**src/rtl/xt_hb2_pkg.sv**
```systemverilog
// Shared types, widths and helpers for the xt_hb2 bus controller.
// Slave select strobes, master/slave bus records, channel state and the error read value.
package xt_hb2_pkg;

  localparam int HB_ADDR_WIDTH = 32;
  localparam int HB_ID_WIDTH   = 4;
  localparam logic [31:0] HB_ERR_RDATA = 32'hDEAD_BEEF;

  typedef struct packed {
    logic ren;
    logic wen;
  } sel_t;

  typedef struct packed {
    logic                     read;
    logic                     write;
    logic [HB_ADDR_WIDTH-1:0] raddr;
    logic [HB_ADDR_WIDTH-1:0] waddr;
    logic [31:0]              wdata;
    logic [1:0]               write_width;
  } hb_master_in_t;

  typedef struct packed {
    logic [HB_ADDR_WIDTH-1:0] raddr;
    logic [HB_ADDR_WIDTH-1:0] waddr;
    logic [31:0]              wdata;
    logic [1:0]               write_width;
  } hb_slave_t;

  typedef enum logic {
    HB_CH_IDLE,
    HB_CH_BUSY
  } hb_ch_state_e;

  // Device ID lives in the top address bits.
  function automatic logic [HB_ID_WIDTH-1:0] HB_GetID(input logic [HB_ADDR_WIDTH-1:0] addr);
    return addr[HB_ADDR_WIDTH-1 -: HB_ID_WIDTH];
  endfunction

endpackage

```
**src/rtl/xt_hb2_channel.sv**
```systemverilog
// One bus channel: registered round-robin arbiter, ownership FSM, ID decode and
// optional access timeout (present when XT_HB_TIMEOUT_EN is defined).
module xt_hb2_channel
  import xt_hb2_pkg::*;
#(
  parameter int MASTER_NUM = 2,
  parameter int DEVICE_NUM = 4,
  parameter logic [DEVICE_NUM-1:0][HB_ID_WIDTH-1:0] DEVICE_BASE_ID = '0,
  parameter int TIMEOUT_CYCLES = 255,
  localparam int OWN_W = (MASTER_NUM > 1) ? $clog2(MASTER_NUM) : 1
) (
  input  logic                                  clk,
  input  logic                                  rst,
  input  logic [MASTER_NUM-1:0]                 req,
  input  logic [MASTER_NUM-1:0][HB_ID_WIDTH-1:0] id,
  input  logic [DEVICE_NUM-1:0]                 finish,
  output logic                                  busy,
  output logic [OWN_W-1:0]                      owner,
  output logic [MASTER_NUM-1:0]                 grant,
  output logic [DEVICE_NUM-1:0]                 sel,
  output logic [MASTER_NUM-1:0]                 done,
  output logic [MASTER_NUM-1:0]                 err
);

  hb_ch_state_e            state_q, state_d;
  logic [OWN_W-1:0]        owner_q, owner_d, ptr_q, ptr_d, pick, cand;
  logic [HB_ID_WIDTH-1:0]  own_id;
  logic [DEVICE_NUM-1:0]   hit;
  logic                    own_req, fin_hit, no_hit, tmo, fail, done_now, exit_now;

  assign busy    = (state_q == HB_CH_BUSY);
  assign owner   = owner_q;
  assign own_req = req[owner_q];
  assign own_id  = id[owner_q];

  // Scan ptr+1, ptr+2, ... so the last owner has lowest priority.
  always_comb begin
    pick = ptr_q;
    cand = '0;
    for (int i = MASTER_NUM; i >= 1; i--) begin
      cand = OWN_W'((int'(ptr_q) + i) % MASTER_NUM);
      if (req[cand]) pick = cand;
    end
  end

  for (genvar k = 0; k < DEVICE_NUM; k++) begin : g_dec
    if (k == DEVICE_NUM - 1) begin : g_last
      assign hit[k] = busy && (own_id >= DEVICE_BASE_ID[k]);
    end else begin : g_mid
      assign hit[k] = busy && (own_id >= DEVICE_BASE_ID[k]) && (own_id < DEVICE_BASE_ID[k+1]);
    end
  end

`ifdef XT_HB_TIMEOUT_EN
  logic [15:0] tmo_cnt_q;

  always_ff @(posedge clk or posedge rst) begin
    if (rst) begin
      tmo_cnt_q <= '0;
    end else if (!busy) begin
      tmo_cnt_q <= '0;
    end else if (tmo_cnt_q != 16'hFFFF) begin
      tmo_cnt_q <= tmo_cnt_q + 16'd1;
    end
  end

  assign tmo = busy && (tmo_cnt_q == 16'(TIMEOUT_CYCLES - 1));
`else
  assign tmo = 1'b0;
`endif

  // A finish in the same cycle as the timeout still counts as a normal completion.
  assign fin_hit  = |(finish & hit);
  assign no_hit   = ~|hit;
  assign fail     = busy && own_req && !fin_hit && (no_hit || tmo);
  assign done_now = busy && own_req && (fin_hit || fail);
  assign exit_now = busy && (!own_req || done_now);
  assign sel      = (busy && own_req && !fail) ? hit : '0;

  always_comb begin
    grant = '0;
    done  = '0;
    err   = '0;
    if (busy)     grant[owner_q] = 1'b1;
    if (done_now) done[owner_q]  = 1'b1;
    if (fail)     err[owner_q]   = 1'b1;
  end

  always_comb begin
    state_d = state_q;
    owner_d = owner_q;
    ptr_d   = ptr_q;
    case (state_q)
      HB_CH_IDLE: begin
        if (|req) begin
          state_d = HB_CH_BUSY;
          owner_d = pick;
        end
      end
      HB_CH_BUSY: begin
        if (exit_now) begin
          state_d = HB_CH_IDLE;
          ptr_d   = owner_q;
        end
      end
    endcase
  end

  always_ff @(posedge clk or posedge rst) begin
    if (rst) begin
      state_q <= HB_CH_IDLE;
      owner_q <= '0;
      ptr_q   <= OWN_W'(MASTER_NUM - 1);
    end else begin
      state_q <= state_d;
      owner_q <= owner_d;
      ptr_q   <= ptr_d;
    end
  end

endmodule

```
**src/rtl/xt_hb2.sv**
```systemverilog
// Full-duplex HB bus controller: independent read and write channels, bus muxes,
// stall and read-data return. Define XT_HB_TIMEOUT_EN to enable access timeouts.
module xt_hb2
  import xt_hb2_pkg::*;
#(
  parameter int MASTER_NUM = 2,
  parameter int DEVICE_NUM = 4,
  parameter logic [DEVICE_NUM-1:0][HB_ID_WIDTH-1:0] DEVICE_BASE_ID = '0,
  parameter int TIMEOUT_CYCLES = 255
) (
  input  logic                            clk,
  input  logic                            rst,
  input  hb_master_in_t [MASTER_NUM-1:0]  master_in,
  input  logic [DEVICE_NUM-1:0][31:0]     device_data_in,
  input  logic [DEVICE_NUM-1:0]           read_finish,
  input  logic [DEVICE_NUM-1:0]           write_finish,
  output logic [31:0]                     hb_rdata,
  output hb_slave_t                       bus,
  output sel_t [DEVICE_NUM-1:0]           device_sel,
  output logic [MASTER_NUM-1:0]           read_grant,
  output logic [MASTER_NUM-1:0]           write_grant,
  output logic [MASTER_NUM-1:0]           stall_req,
  output logic [MASTER_NUM-1:0]           read_err,
  output logic [MASTER_NUM-1:0]           write_err
);

  localparam int OWN_W = (MASTER_NUM > 1) ? $clog2(MASTER_NUM) : 1;

  logic [MASTER_NUM-1:0]                  rd_req, wr_req, rd_done, wr_done;
  logic [MASTER_NUM-1:0][HB_ID_WIDTH-1:0] rd_id, wr_id;
  logic [DEVICE_NUM-1:0]                  rd_sel, wr_sel;
  logic [OWN_W-1:0]                       rd_owner, wr_owner;
  logic                                   rd_busy, wr_busy;

  always_comb begin
    for (int i = 0; i < MASTER_NUM; i++) begin
      rd_req[i] = master_in[i].read;
      wr_req[i] = master_in[i].write;
      rd_id[i]  = HB_GetID(master_in[i].raddr);
      wr_id[i]  = HB_GetID(master_in[i].waddr);
    end
  end

  xt_hb2_channel #(
    .MASTER_NUM     (MASTER_NUM),
    .DEVICE_NUM     (DEVICE_NUM),
    .DEVICE_BASE_ID (DEVICE_BASE_ID),
    .TIMEOUT_CYCLES (TIMEOUT_CYCLES)
  ) u_rd_ch (
    .clk    (clk),
    .rst    (rst),
    .req    (rd_req),
    .id     (rd_id),
    .finish (read_finish),
    .busy   (rd_busy),
    .owner  (rd_owner),
    .grant  (read_grant),
    .sel    (rd_sel),
    .done   (rd_done),
    .err    (read_err)
  );

  xt_hb2_channel #(
    .MASTER_NUM     (MASTER_NUM),
    .DEVICE_NUM     (DEVICE_NUM),
    .DEVICE_BASE_ID (DEVICE_BASE_ID),
    .TIMEOUT_CYCLES (TIMEOUT_CYCLES)
  ) u_wr_ch (
    .clk    (clk),
    .rst    (rst),
    .req    (wr_req),
    .id     (wr_id),
    .finish (write_finish),
    .busy   (wr_busy),
    .owner  (wr_owner),
    .grant  (write_grant),
    .sel    (wr_sel),
    .done   (wr_done),
    .err    (write_err)
  );

  always_comb begin
    bus = '0;
    if (rd_busy) bus.raddr = master_in[rd_owner].raddr;
    if (wr_busy) begin
      bus.waddr       = master_in[wr_owner].waddr;
      bus.wdata       = master_in[wr_owner].wdata;
      bus.write_width = master_in[wr_owner].write_width;
    end
  end

  always_comb begin
    for (int k = 0; k < DEVICE_NUM; k++) begin
      device_sel[k].ren = rd_sel[k];
      device_sel[k].wen = wr_sel[k];
    end
  end

  // rd_sel is one-hot at most, so the OR-mux picks the decoded slave.
  always_comb begin
    hb_rdata = '0;
    if (|read_err) begin
      hb_rdata = HB_ERR_RDATA;
    end else begin
      for (int k = 0; k < DEVICE_NUM; k++) begin
        if (rd_sel[k]) hb_rdata = device_data_in[k];
      end
    end
  end

  assign stall_req = (rd_req & ~rd_done) | (wr_req & ~wr_done);

endmodule

```
**config.mk**
```make
export PLATFORM = sky130hd
export DESIGN_NAME = xt_hb2
export DESIGN_NICKNAME = d
export VERILOG_FILES = /design/src/rtl/xt_hb2_pkg.sv /design/src/rtl/xt_hb2_channel.sv /design/src/rtl/xt_hb2.sv
export SDC_FILE = /design/constraint.sdc
export NUM_CORES = 1
export LEC_CHECK = 0
export CORE_AREA = 5 5 186 188
export DETAILED_ROUTE_END_ITERATION = 10
export DIE_AREA = 0 0 191 193
export DONT_BUFFER_PORTS = 1
export PLACE_DENSITY = 0.3
export SLEW_MARGIN = 0
export SYNTH_ARGS = -nofsm -noshare
export SYNTH_HDL_FRONTEND = slang
export SYNTH_SLANG_ARGS = --single-unit
```
**constraint.sdc**
```tcl
create_clock -name clk -period 1.54 [get_ports clk]
set_clock_uncertainty 0.15 [all_clocks]
set_input_delay 0.462 -clock clk [delete_from_list [all_inputs] [get_ports clk]]
set_output_delay 0.462 -clock clk [all_outputs]
set_load 0.05 [all_outputs]
```
==> metrics <==
outcome=finished, violations left; violated checks=setup timing; P_leak=approximately 2.4 nW; worst path required time=roughly 0.93 ns; max-capacitance violation count=0; largest net degree at the start of global routing=34; maximum clock insertion buffer count=2; Crit. End Element=output port; via/cell ratio=between 3 and 4; Hold WS=0.2005 ns; Area contributors post-synth=mux2i_1, nor2_1, and2_1; GRT overflow=0; DRT Pass-1 Iters=4; layout cells sized above 1=75.85%; Die H=193 µm; IO Port Bufs=0; syn_area_per_cell=7.023 µm²; Hold Vio Cnt, Final=0; die area=36860 µm²; number of global-route vias before repair=2841; DP Wirelength=~11000 µm; TNS Setup=-74.03 ns; clock network power share=3.1%; Final Critical Period=2.183 ns; most frequent cells in the layout=buf_12, nor2_4, mux2i_1; Total GRT Usage=about 6.0%; Ys Warns=0; commonest non-fill, non-tap cell in the layout=buf_12; pins over their slew limit=0; Int Power=about 6.5 mW; die width=approximately 190 µm; setup ws final=-0.6429 ns; EDFF count, synth=0; switching power total=just over 7 mW; share of the synthesized area in the top cell type=45.98%; Most used DFF post-synth=dfrtp_1; Distinct cells, synth=24; peak fanout along the critical path=5; final net count=between 700 and 800; DRT Wirelength=between 10000 and 15000 µm; CTS Root Cell=clkbuf_16; DR iter-0 viols=52; core area=32950 µm²; DRC viols=0; htree depth=1; routability cong.=0.6455; Fmax achieved=458.1 MHz; RSZ-0062 raised after global routing=yes; flops & latches, synth=6; Rows=67; Syn Std Cell Area=between 2000 and 2500 µm²; first-pass GRT wire length=17230 µm; CTS tree=built; Clock transition at path regs=around 0.03 ns; WL/cell=14.92 µm; Clock Latency Late Sink=between 0.2 and 0.25 ns; placed instance area=5228 µm²; initial antenna violation count=0; Startpoint Class=flop; ANT nets after route=0; largest area contributor in the netlist=mux2i_1; sequential share of power=2.9%; clock sink total=6; num ports=around 490; CTS Buf Count=3; total power=13.63 mW; pwr dens=between 2000 and 2500 nW/µm²; worst vdd ir=around 0.73 mV; Seq/Total Area, Yosys=7.011%; Synth Instances=310; fraction of registers with async set/reset=100.0%; Layout area overhead=191.8%; DR vias=about 2.8k; logic gate share of total power=between 90% and 100%; Antenna diodes=0; HP Class=primary input to flop; Sw Ratio=52.07%; initial core utilization=6.608%; post-route clock period utilization=141.7%; final setup fails=139; CP arrival=1.57 ns; critical path class=flop to output port; Final Cell Area=around 6400 µm²
[synthesized netlist by cell type, drive strengths merged, types with 2 or more instances]
cell / count
a32o: 2
and2: 34
buf: 26
clkbuf: 9
dfrtp: 4
dfstp: 2
inv: 5
mux2i: 100
nand2: 9
nand3: 2
nand3b: 2
nor2: 103
o21ai: 6
[worst paths after layout]
path	startpoint	endpoint	slack (ns)	depth (start not counted)
worst max register to register	u_rd_ch.owner	u_rd_ch.busy	-0.04	7
max in group asynchronous	rst	u_wr_ch.ptr_q	0.45	2
worst max-delay path	u_wr_ch.owner	bus[28]	-0.64	5
min in group asynchronous	rst	u_rd_ch.busy	0.51	2
worst min register to register	u_wr_ch.ptr_q	u_wr_ch.ptr_q	0.36	2
worst min-delay path	write_finish[3]	u_wr_ch.busy	0.20	1
[timing repair]
action | 4_1_cts | 5_1_grt
hold buffers | 1 | 0
setup endpoints to repair | 140 | 142
cloned | 7 | 2
buffers inserted | 4 | 3
pin swaps | 14 | 16
hold endpoints to repair | 4 | 0
gates resized for setup | 133 | 34
[state kept, by name (all words and copies together) (netlist names)]
name	cells
u_rd_ch.ptr_q	1
u_wr_ch.busy	1
u_wr_ch.owner	1
u_wr_ch.ptr_q	1
u_rd_ch.owner	1
u_rd_ch.busy	1
[cell type report]
cell class              instances  area (µm²)
fillers                      3541       26590
multi-input cells             273        3007
repair buffers                155        2522
well taps                     448       560.5
flip-flops and latches          6       158.9
clock buffers                   3       75.07
inverters                       5       26.28
repair inverters                1       3.754
[layer usage]
metal	vias up	track usage [%]	routed length [µm]
met2	204	11.32	7367
met5	-	0	0
met1	1248	6.763	4303
li1	1300	-	-
met3	0	2.377	1625
met4	0	0.08287	0
[logic make-up after synthesis]
group                  Yosys count  share of synthesized area, %
AOI/OAI and AO/OA               12                         3.620
DFF                              6                         7.012
and+or+nand+nor                151                         30.86
muxes                          100                         45.98
other                            1                        0.1722
buffers and inverters           40                         12.36
[power groups by stage]
stage	Clock [mW]	Combinational, mW	Sequential (mW)
final	0.417	12.8	0.395
after global routing	0.441	13.3	0.407
after CTS	0.426	12.5	0.393
after detailed placement	0	10.7	0.365
after global placement	0	10.8	0.364
after floorplan	0	7.07	0.286
[worst max-delay path, cell delays in order, from the launching register on]
cell,delay (ns)
dfrtp_4,0.54
buf_12,0.17
clkbuf_16,0.17
mux2i_4,0.19
nor2_4,0.11
buf_12,0.14
[stage by stage]
step / instances / util, % / setup slack [ns]
global placement: 871 / 15.87 / -0.4472
floorplan: 319 / - / -0.5147
finish: 891 / 19.29 / -0.6429
CTS: 886 / 18.47 / -0.6428
detailed placement: 871 / 15.87 / -0.4206
global route: 891 / 19.29 / -0.6818
Power figures use the tool's default switching activity.
